--- src/rtl/elastic_pipe_buffer_if.sv ---
// ---------------------------------------------------------------------------
// elastic_pipe_buffer_if
//
// Purpose : valid/ready/data handshake bundle used on both sides of
//           elastic_pipe_buffer.
//
// Signals : valid  - source has a payload this cycle
//           ready  - sink can take the payload this cycle
//           data   - payload of type T
//
// Modports: master - drives valid/data, observes ready (the data source)
//           slave  - observes valid/data, drives ready (the data sink)
// ---------------------------------------------------------------------------
interface elastic_pipe_buffer_if #(
  parameter type T = logic [31:0]
) ();

  logic valid;
  logic ready;
  T     data;

  modport master (output valid, output data, input ready);
  modport slave  (input valid, input data, output ready);

endinterface

--- src/rtl/elastic_pipe_buffer.sv ---
// ---------------------------------------------------------------------------
// elastic_pipe_buffer
//
// Purpose : DEPTH-entry elastic FIFO between pipeline stages. ready on the
//           input side depends only on registered state plus flush/reset, so
//           there is no combinational path from the consumer's ready to the
//           producer's ready. Supports a pipeline flush and reports occupancy
//           and almost-full for upstream throttling.
//
// Ports   : clk          - clock, all state updates on posedge
//           reset        - synchronous, active-high
//           flush        - synchronous discard of all entries
//           in_if        - slave side: valid/data from producer, ready back
//           out_if       - master side: valid/data to consumer, ready back
//           count        - current occupancy (0..DEPTH)
//           almost_full  - count >= AF_THRESH
//
// Options : ELASTIC_BYPASS_EN - when defined, an empty buffer forwards the
//           input straight to the output in the same cycle (zero latency).
//           When undefined, minimum latency is one cycle.
// ---------------------------------------------------------------------------
module elastic_pipe_buffer #(
  parameter type T         = logic [31:0],
  parameter int  DEPTH     = 4,
  parameter int  AF_THRESH = DEPTH - 1
) (
  input  logic                       clk,
  input  logic                       reset,
  input  logic                       flush,
  elastic_pipe_buffer_if.slave       in_if,
  elastic_pipe_buffer_if.master      out_if,
  output logic [$clog2(DEPTH+1)-1:0] count,
  output logic                       almost_full
);

  localparam int IW = $clog2(DEPTH);      // index bits
  localparam int PW = IW + 1;             // index bits plus wrap bit
  localparam int CW = $clog2(DEPTH + 1);  // occupancy width

  logic [PW-1:0] wr_ptr_q, wr_ptr_d;
  logic [PW-1:0] rd_ptr_q, rd_ptr_d;
  logic [CW-1:0] count_q, count_d;
  T              mem_q [DEPTH];
  T              mem_d [DEPTH];

  logic [IW-1:0] wr_idx, rd_idx;
  logic          empty, full;
  logic          valid_in, ready_in, valid_out, ready_out;
  T              data_in, data_out;
  logic          push, pop, wr_en, rd_en;

  assign valid_in     = in_if.valid;
  assign data_in      = in_if.data;
  assign ready_out    = out_if.ready;
  assign in_if.ready  = ready_in;
  assign out_if.valid = valid_out;
  assign out_if.data  = data_out;

  assign wr_idx = wr_ptr_q[IW-1:0];
  assign rd_idx = rd_ptr_q[IW-1:0];

  // Same index with opposite wrap bits means the writer is a full lap ahead.
  assign empty = (wr_ptr_q == rd_ptr_q);
  assign full  = (wr_idx == rd_idx) && (wr_ptr_q[PW-1] != rd_ptr_q[PW-1]);

  // Handshake and output selection
  always_comb begin
    // Registered-full only: a pop this cycle never frees a slot for a push
    // this cycle, which keeps ready_in off the consumer's ready path.
    ready_in = !full && !flush && !reset;
`ifdef ELASTIC_BYPASS_EN
    // Empty buffer: present the producer's word directly.
    valid_out = !flush && !reset && (empty ? valid_in : 1'b1);
    data_out  = empty ? data_in : mem_q[rd_idx];
`else
    valid_out = !empty && !flush && !reset;
    data_out  = mem_q[rd_idx];
`endif
    push = valid_in && ready_in;
    pop  = valid_out && ready_out;
`ifdef ELASTIC_BYPASS_EN
    // A word consumed by cut-through never touches storage or pointers.
    wr_en = push && !(empty && ready_out);
    rd_en = pop && !empty;
`else
    wr_en = push;
    rd_en = pop;
`endif
  end

  // Next-state computation
  always_comb begin
    wr_ptr_d = wr_ptr_q;
    rd_ptr_d = rd_ptr_q;
    mem_d    = mem_q;
    if (flush) begin
      wr_ptr_d = '0;
      rd_ptr_d = '0;
    end else begin
      if (wr_en) begin
        mem_d[wr_idx] = data_in;
        wr_ptr_d      = wr_ptr_q + PW'(1);
      end
      if (rd_en) begin
        rd_ptr_d = rd_ptr_q + PW'(1);
      end
    end
    // Modulo 2*DEPTH difference is exactly the occupancy.
    count_d = CW'(wr_ptr_d - rd_ptr_d);
  end

  always_ff @(posedge clk) begin
    if (reset) begin
      wr_ptr_q <= '0;
      rd_ptr_q <= '0;
      count_q  <= '0;
    end else begin
      wr_ptr_q <= wr_ptr_d;
      rd_ptr_q <= rd_ptr_d;
      count_q  <= count_d;
    end
  end

  for (genvar gi = 0; gi < DEPTH; gi++) begin : g_mem
    always_ff @(posedge clk) begin
      if (reset) begin
        mem_q[gi] <= '0;
      end else begin
        mem_q[gi] <= mem_d[gi];
      end
    end
  end

  assign count       = count_q;
  assign almost_full = (count_q >= CW'(AF_THRESH));

endmodule

--- src/flat_wrapper.sv ---
// flat-port wrapper written by rule: the top's interface ports become plain ports
module elastic_pipe_buffer_flat 
#(
  parameter type T         = logic [31:0],
  parameter int  DEPTH     = 4,
  parameter int  AF_THRESH = DEPTH - 1
)
  (clk, reset, flush, count, almost_full, in_if_valid, in_if_data, in_if_ready, out_if_valid, out_if_data, out_if_ready);
  elastic_pipe_buffer_if #(.T(T)) in_if_i ();
  elastic_pipe_buffer_if #(.T(T)) out_if_i ();
  input  logic clk;
  input  logic reset;
  input  logic flush;
  output logic [$clog2(DEPTH+1)-1:0] count;
  output logic almost_full;
  input wire logic [$bits(in_if_i.valid)-1:0] in_if_valid;
  input wire logic [$bits(in_if_i.data)-1:0] in_if_data;
  output wire logic [$bits(in_if_i.ready)-1:0] in_if_ready;
  output wire logic [$bits(out_if_i.valid)-1:0] out_if_valid;
  output wire logic [$bits(out_if_i.data)-1:0] out_if_data;
  input wire logic [$bits(out_if_i.ready)-1:0] out_if_ready;
  assign in_if_i.valid = in_if_valid;
  assign in_if_i.data = in_if_data;
  assign in_if_ready = in_if_i.ready;
  assign out_if_valid = out_if_i.valid;
  assign out_if_data = out_if_i.data;
  assign out_if_i.ready = out_if_ready;
  elastic_pipe_buffer #(.T(T), .DEPTH(DEPTH), .AF_THRESH(AF_THRESH)) u_core (.clk(clk), .reset(reset), .flush(flush), .in_if(in_if_i), .out_if(out_if_i), .count(count), .almost_full(almost_full));
endmodule
--- config.mk ---
export PLATFORM = sky130hd
export DESIGN_NAME = elastic_pipe_buffer_flat
export DESIGN_NICKNAME = d
export VERILOG_FILES = /design/src/rtl/elastic_pipe_buffer_if.sv /design/src/rtl/elastic_pipe_buffer.sv /design/src/flat_wrapper.sv
export SDC_FILE = /design/constraint.sdc
export NUM_CORES = 1
export LEC_CHECK = 0
export ABC_AREA = 1
export CORE_UTILIZATION = 56
export DETAILED_ROUTE_END_ITERATION = 6
export PLACE_DENSITY = 0.89
export SLEW_MARGIN = 20
export SYNTH_ARGS = -nofsm -noshare
export SYNTH_HDL_FRONTEND = slang
export SYNTH_SLANG_ARGS = --single-unit
--- constraint.sdc ---
create_clock -name clk -period 2.9 [get_ports clk]
set_input_delay 0.58 -clock clk [delete_from_list [all_inputs] [get_ports clk]]
set_output_delay 0.58 -clock clk [all_outputs]
set_load 0.01 [all_outputs]
# [Word level (Yosys, flattened, before mapping)]
# Index checks and enable logic that the tools add are counted.
[word_totals] wordCells=43 out_inout_bits=38 inputBits=37 reg_bits=137
[op_classes] reduce_logical=13 mux=10 bitwise=3 addsub=3 eq_ne=3 n_lt_le_gt_ge=4
[ops] op="$bwmux 128" n=1
[ops] op="$mux 32" n=3
[ops] op="$bmux 32 s2" n=1
[ops] op="$demux 32 s2" n=1
[ops] op="$mux 3" n=4
[ops] op="$logic_and 1x1->1" n=8
[ops] op="$add 3x1->3 const B" n=2
[ops] op="$ge 3x3->1 const B" n=2
[ops] op="$not 2->3" n=2
[ops] op="$logic_not 1->1" n=4
[ops] op="$eq 3x3->1" n=1
[ops] op="$ge 3x2->1 const B" n=1
[ops] op="$lt 3x1->1 const B" n=1
[ops] op="$sub 3x3->3" n=1
[ops] op="$eq 2x2->1" n=1
[ops] op="$reduce_and 2->1" n=1
[ops] op="$ne 1x1->1" n=1
[ops] op="$not 1->1" n=1

# [Longest topological paths before layout]
[logic_depth] ltp_word=9 depth_mapped=16 mapped_depth_nobuf=15

# [Least setup slack after synthesis]
# No wires, ideal clock.
[synth_path] kind="input -> register" start="input port flush" end="register u_core.count_q[2] (netlist: u_core.count[2])" cell_stages=11 required_time_ns=2.785 setup_time_ns=0.115 setup_slack_ns=0.523 t_arrival_ns=2.262 n_path_buf=1 cell_sequence="clkbuf_1 > nor2_2 > nand3_1 > xor2_1 > nor2_1 > ha_1 > fa_1 > inv_1 > nand2_1 > a21oi_1 > nor2_1"
[synth_via] elab_chain_cells=7
[synth_lines] item="start, declared" line_no="flat_wrapper.sv:13" rtl="input logic flush;"
[synth_lines] item="$logic_not 1->1" line_no="elastic_pipe_buffer.sv:76" rtl="valid_out = !empty && !flush && !reset;"
[synth_lines] item="$logic_and 1x1->1 (2 in a row)" line_no="elastic_pipe_buffer.sv:76"
[synth_lines] item="$logic_and 1x1->1" line_no="elastic_pipe_buffer.sv:80" rtl="pop = valid_out && ready_out;"
[synth_lines] item="$mux 3" line_no="elastic_pipe_buffer.sv:104" rtl="if (rd_en) begin"
[synth_lines] item="$mux 3 (*)" line_no="elastic_pipe_buffer.sv:96" rtl="if (flush) begin"
[synth_lines] item="net u_core.rd_ptr_d[0]" line_no="elastic_pipe_buffer.sv:41" rtl="logic [PW-1:0] rd_ptr_q, rd_ptr_d;"
[synth_lines] item="$sub 3x3->3 (*)" line_no="elastic_pipe_buffer.sv:109" rtl="count_d = CW'(wr_ptr_d - rd_ptr_d);"
[synth_lines] item="end signal, assigned" line_no="elastic_pipe_buffer.sv:120" rtl="count_q <= count_d;"
[synth_lines] item="end, declared" line_no="elastic_pipe_buffer.sv:42" rtl="logic [CW-1:0] count_q, count_d;"
# The timed path passes the listed nets; every way through them passes the cells marked *.
# A chain may end at the register's enable or synchronous reset.

# [Final worst setup path]
[layout_path] start="register u_core.rd_ptr_q[1]" end="output port out_if_data[11]"
[layout_via] elab_chain_cells=4
[layout_lines] item="start, declared" line_no="elastic_pipe_buffer.sv:41"
[layout_lines] item="start signal, assigned" line_no="elastic_pipe_buffer.sv:119" rtl="rd_ptr_q <= rd_ptr_d;"
[layout_lines] item="$not 2->3 (implied by the code)" line_no="elastic_pipe_buffer.sv:77" rtl="data_out = mem_q[rd_idx];"
[layout_lines] item="$bmux 32 s2" line_no="elastic_pipe_buffer.sv:77"
[layout_lines] item="$mux 32 (implied by the code) (2 in a row)" line_no="elastic_pipe_buffer.sv:77"
[layout_lines] item="end, declared" line_no="flat_wrapper.sv:20" rtl="output wire logic [$bits(out_if_i.data)-1:0] out_if_data;"
# No other way between the ends. The select of a mux whose other input is x is not followed.

==> results.cfg <==
[layout]
fin_nets = 919
synthToLayoutAreaGrowth_pct = 21.03
postLayoutCellArea_um2 = 7440
final_cells = 1024
drive_gt1_frac = 0.07207
num-fill-cells = 838
final_core_util = 0.7111
diodes = 0

[detailed_routing]
drtAntennaViolNets = 0
vias = 6210
wl_per_cell_um = 16.56
top_layer = met4
firstDrtPassIters = 5
met3_length_um = 1541
drt-met1-wl_um = 6959
post-route-drc-count = 0
met2_length_um = 8057
via_per_inst = 6.064
dr.first_iter.drc_count = 828
routed_wl_um = 16960

[setup_path]
rr_startpoint = u_core.rd_ptr_q[0]
worst_setup_path_end_kind = primary output
required_ns = 2.32
critPathMaxFanout = 34
r2r_slack_ns = 0.36
reg2reg_depth = 13
critPathKind = reg -> out
slowest_stage = clkdlybuf4s50_1
max_stage_delay_ns = 0.60
arrival_ns = 2.23
critical_path.startpoint_type = flip-flop
path_cells = buf_6, o21ai_0, o22ai_1, clkdlybuf4s50_1
r2r_end = u_core.count[2]

[power_and_ir_drop]
powerDensity_nw_per_um2 = 586.9
power.leakage_uw = 0.002614
power_uw = 4366
peakVddDrop_v = 0.0004562

[global_routing]
grt_usage = 0.2962
grt_pass1_wl_um = 26690
antenna_found_initial = 0
grt-ovfl-total = 0
grt_max_degree = 133
grt_pass1_vias = 5654

[job]
maxCapViolations = 0

[clock_network]
cts.path.max_buffers = 2
cts_max_level = 4
clock-sinks = 137
post_cts_buffers = 0
worstSkewPairLatency_ns = 0.54
cts_tree = yes
cts_root_buf = clkbuf_8
cts_made_buffers = 17
clkSlewWorstSetupHoldPaths_ns = 0.06

[sta]
rsz0062_at_grt = no
relSlewSlack = 0.5160
fmax_ghz = 0.3555
final_hold_viol_count = 0
fin_crit_sh = 0.9701
skew_ns = 0.005336
finalCriticalPeriod_ns = 2.813
totalNegativeSetupSlack_ns = 0
finalSetupViolations = 0
worst_pin_slew_ns = 0.7260
slew_viol_final = 0

[yosys]
synth_xor_area_frac = 0.004274
synth-simple-area-share = 0.2581
synth_top_family_by_area = simple AND/OR/NAND/NOR gates
yosysWarnings = 0
syn_area_um2 = 6147
synthAdderAreaFrac = 0.01547
syn_nets = 881
synth.ff_latch_count = 137
synth.distinct_cells = 26
synth_mux_area_frac = 0
synth_compound_area_frac = 0.1934
syn_area_per_cell_um2 = 7.344
synthCells = 837
ys_seq_area_frac = 0.4462

[hold_path]
hold_class = reg -> reg
hold_path_startpoint = u_core.mem_q[69]
holdPathStages = 2
holdPathEnd = u_core.mem_q[69]

[status]
outcome = completed

[die]
core_area_um2 = 10460
start_util = 0.5875
fp.dieArea_um2 = 11400
ios = 75
rows = 37
die_h_um = 106.8
die_w_um = 106.8

[place]
placed_cells = 991
postPlaceCellArea_um2 = 6807
gp_congestion = 0.8605
portBuffers = 74
dp_hpwl_um = 9073
## cell type report
| cell class | instances | area, µm² | share of cell area |
|---|---|---|---|
| timing repair buffer | 97 | 969.7 | 0.1303 |
| inverter | 14 | 60.06 | 0.008073 |
| clock buffer | 18 | 427.9 | 0.05752 |
| tap | 136 | 170.2 | 0.02287 |
| sequential | 137 | 2744 | 0.3688 |
| clock inverter | 14 | 171.4 | 0.02304 |
| multi-input combinational | 608 | 2897 | 0.3893 |
## cell usage in the layout (no fill, tap or decap)
| master | synthesis | final |
|---|---|---|
| o21ai_0 | 65 | 65 |
| nand2_2 | 1 | 1 |
| nand3_4 | 1 | 1 |
| clkdlybuf4s50_1 | 0 | 73 |
| buf_4 | 0 | 19 |
| buf_12 | 1 | 3 |
| nand3_1 | 133 | 133 |
| clkinv_2 | 0 | 3 |
| inv_1 | 12 | 11 |
| ha_1 | 6 | 6 |
| a21oi_1 | 131 | 131 |
| dfxtp_2 | 0 | 1 |
| a21o_1 | 1 | 1 |
| nor3_1 | 2 | 2 |
| nor2_2 | 1 | 1 |
| nor4_1 | 1 | 1 |
| clkbuf_16 | 0 | 17 |
| clkinv_4 | 0 | 2 |
| bufinv_16 | 0 | 3 |
| clkbuf_8 | 0 | 2 |
| nand4_1 | 2 | 2 |
| clkinvlp_4 | 0 | 3 |
| nand3_2 | 1 | 1 |
| dfxtp_1 | 137 | 136 |
| xor2_1 | 3 | 3 |
| nor2_1 | 73 | 73 |
| buf_6 | 3 | 1 |
| inv_4 | 1 | 3 |
| o22ai_1 | 32 | 32 |
| nand2_1 | 154 | 154 |
| fa_1 | 1 | 1 |
| inv_6 | 0 | 3 |
## worst max-delay path by stage
stage	slack (ns)	startpoint	to	cells after the start
6_report	0.09	u_core.rd_ptr_q[1]	out_if_data[11]	4
5_1_grt	0.00009	u_core.rd_ptr_q[1]	out_if_data[11]	4
4_1_cts	0.006	u_core.rd_ptr_q[0]	out_if_data[11]	5
3_5_place_dp	0.25	flush	u_core.count[2]	11
3_3_place_gp	0.29	flush	u_core.count[2]	11
2_1_floorplan	0.52	flush	u_core.count[2]	11
## sequential cells by signal, indices dropped and copies added (netlist names)
| name | cells |
|---|---|
| u_core.mem_q | 128 |
| u_core.count | 3 |
| u_core.rd_ptr_q | 3 |
| u_core.wr_ptr_q | 3 |
## metal layers
metal | GRT usage | vias up
li1 | - | 2926
met1 | 0.3792 | 2912
met2 | 0.4760 | 328
met3 | 0.08085 | 44
met4 | 0.1115 | 0
met5 | 0 | -
## stage by stage
step	worst slack, ns	hold slack (ns)
2_1_floorplan	0.5229	0.4369
3_3_place_gp	0.2932	0.4439
3_5_place_dp	0.2543	0.4488
4_1_cts	0.005719	0.4580
5_1_grt	0.00009237	0.4689
6_report	0.08680	0.4572
## cells in the mapped netlist, drive strengths merged
master / count / area share
o22ai: 32 / 0.033
inv: 14 / 0.0090
nand3: 135 / 0.11
nor4: 1 / 0.0010
nand4: 2 / 0.0020
a21oi: 131 / 0.11
nor2: 74 / 0.046
ha: 6 / 0.012
clkbuf: 49 / 0.030
fa: 1 / 0.0033
buf: 29 / 0.044
o21ai: 65 / 0.053
nor3: 2 / 0.0016
dfxtp: 137 / 0.45
nand2: 155 / 0.095
xor2: 3 / 0.0043
a21o: 1 / 0.0012
## worst max-delay path: cells and delay by family (launching register included)
family                 cells  cell delay [ns]
buffers and inverters      2             0.89
AO/OA/AOI/OAI              2             0.41
flip-flops                 1             0.38
## report_power, final
group	switching [µW]	internal [µW]
clock network	845	1340
logic	159	114
registers	10.4	1900
## cells by family (layout without fill, tap and decap cells)
group | count (synthesis) | count (layout)
flops | 137 | 137
xor+xnor | 3 | 3
fa+ha+maj | 7 | 7
buf+inv | 92 | 143
compound gates | 229 | 229
simple gates | 369 | 369
## what timing repair did
action                                  in CTS  in global routing
endpoints found under the setup margin       1                 15
hold buffers                                 0                  0
cloned                                       0                  1
gates resized for setup                      1                  3
(Power assumes the default switching activity.)
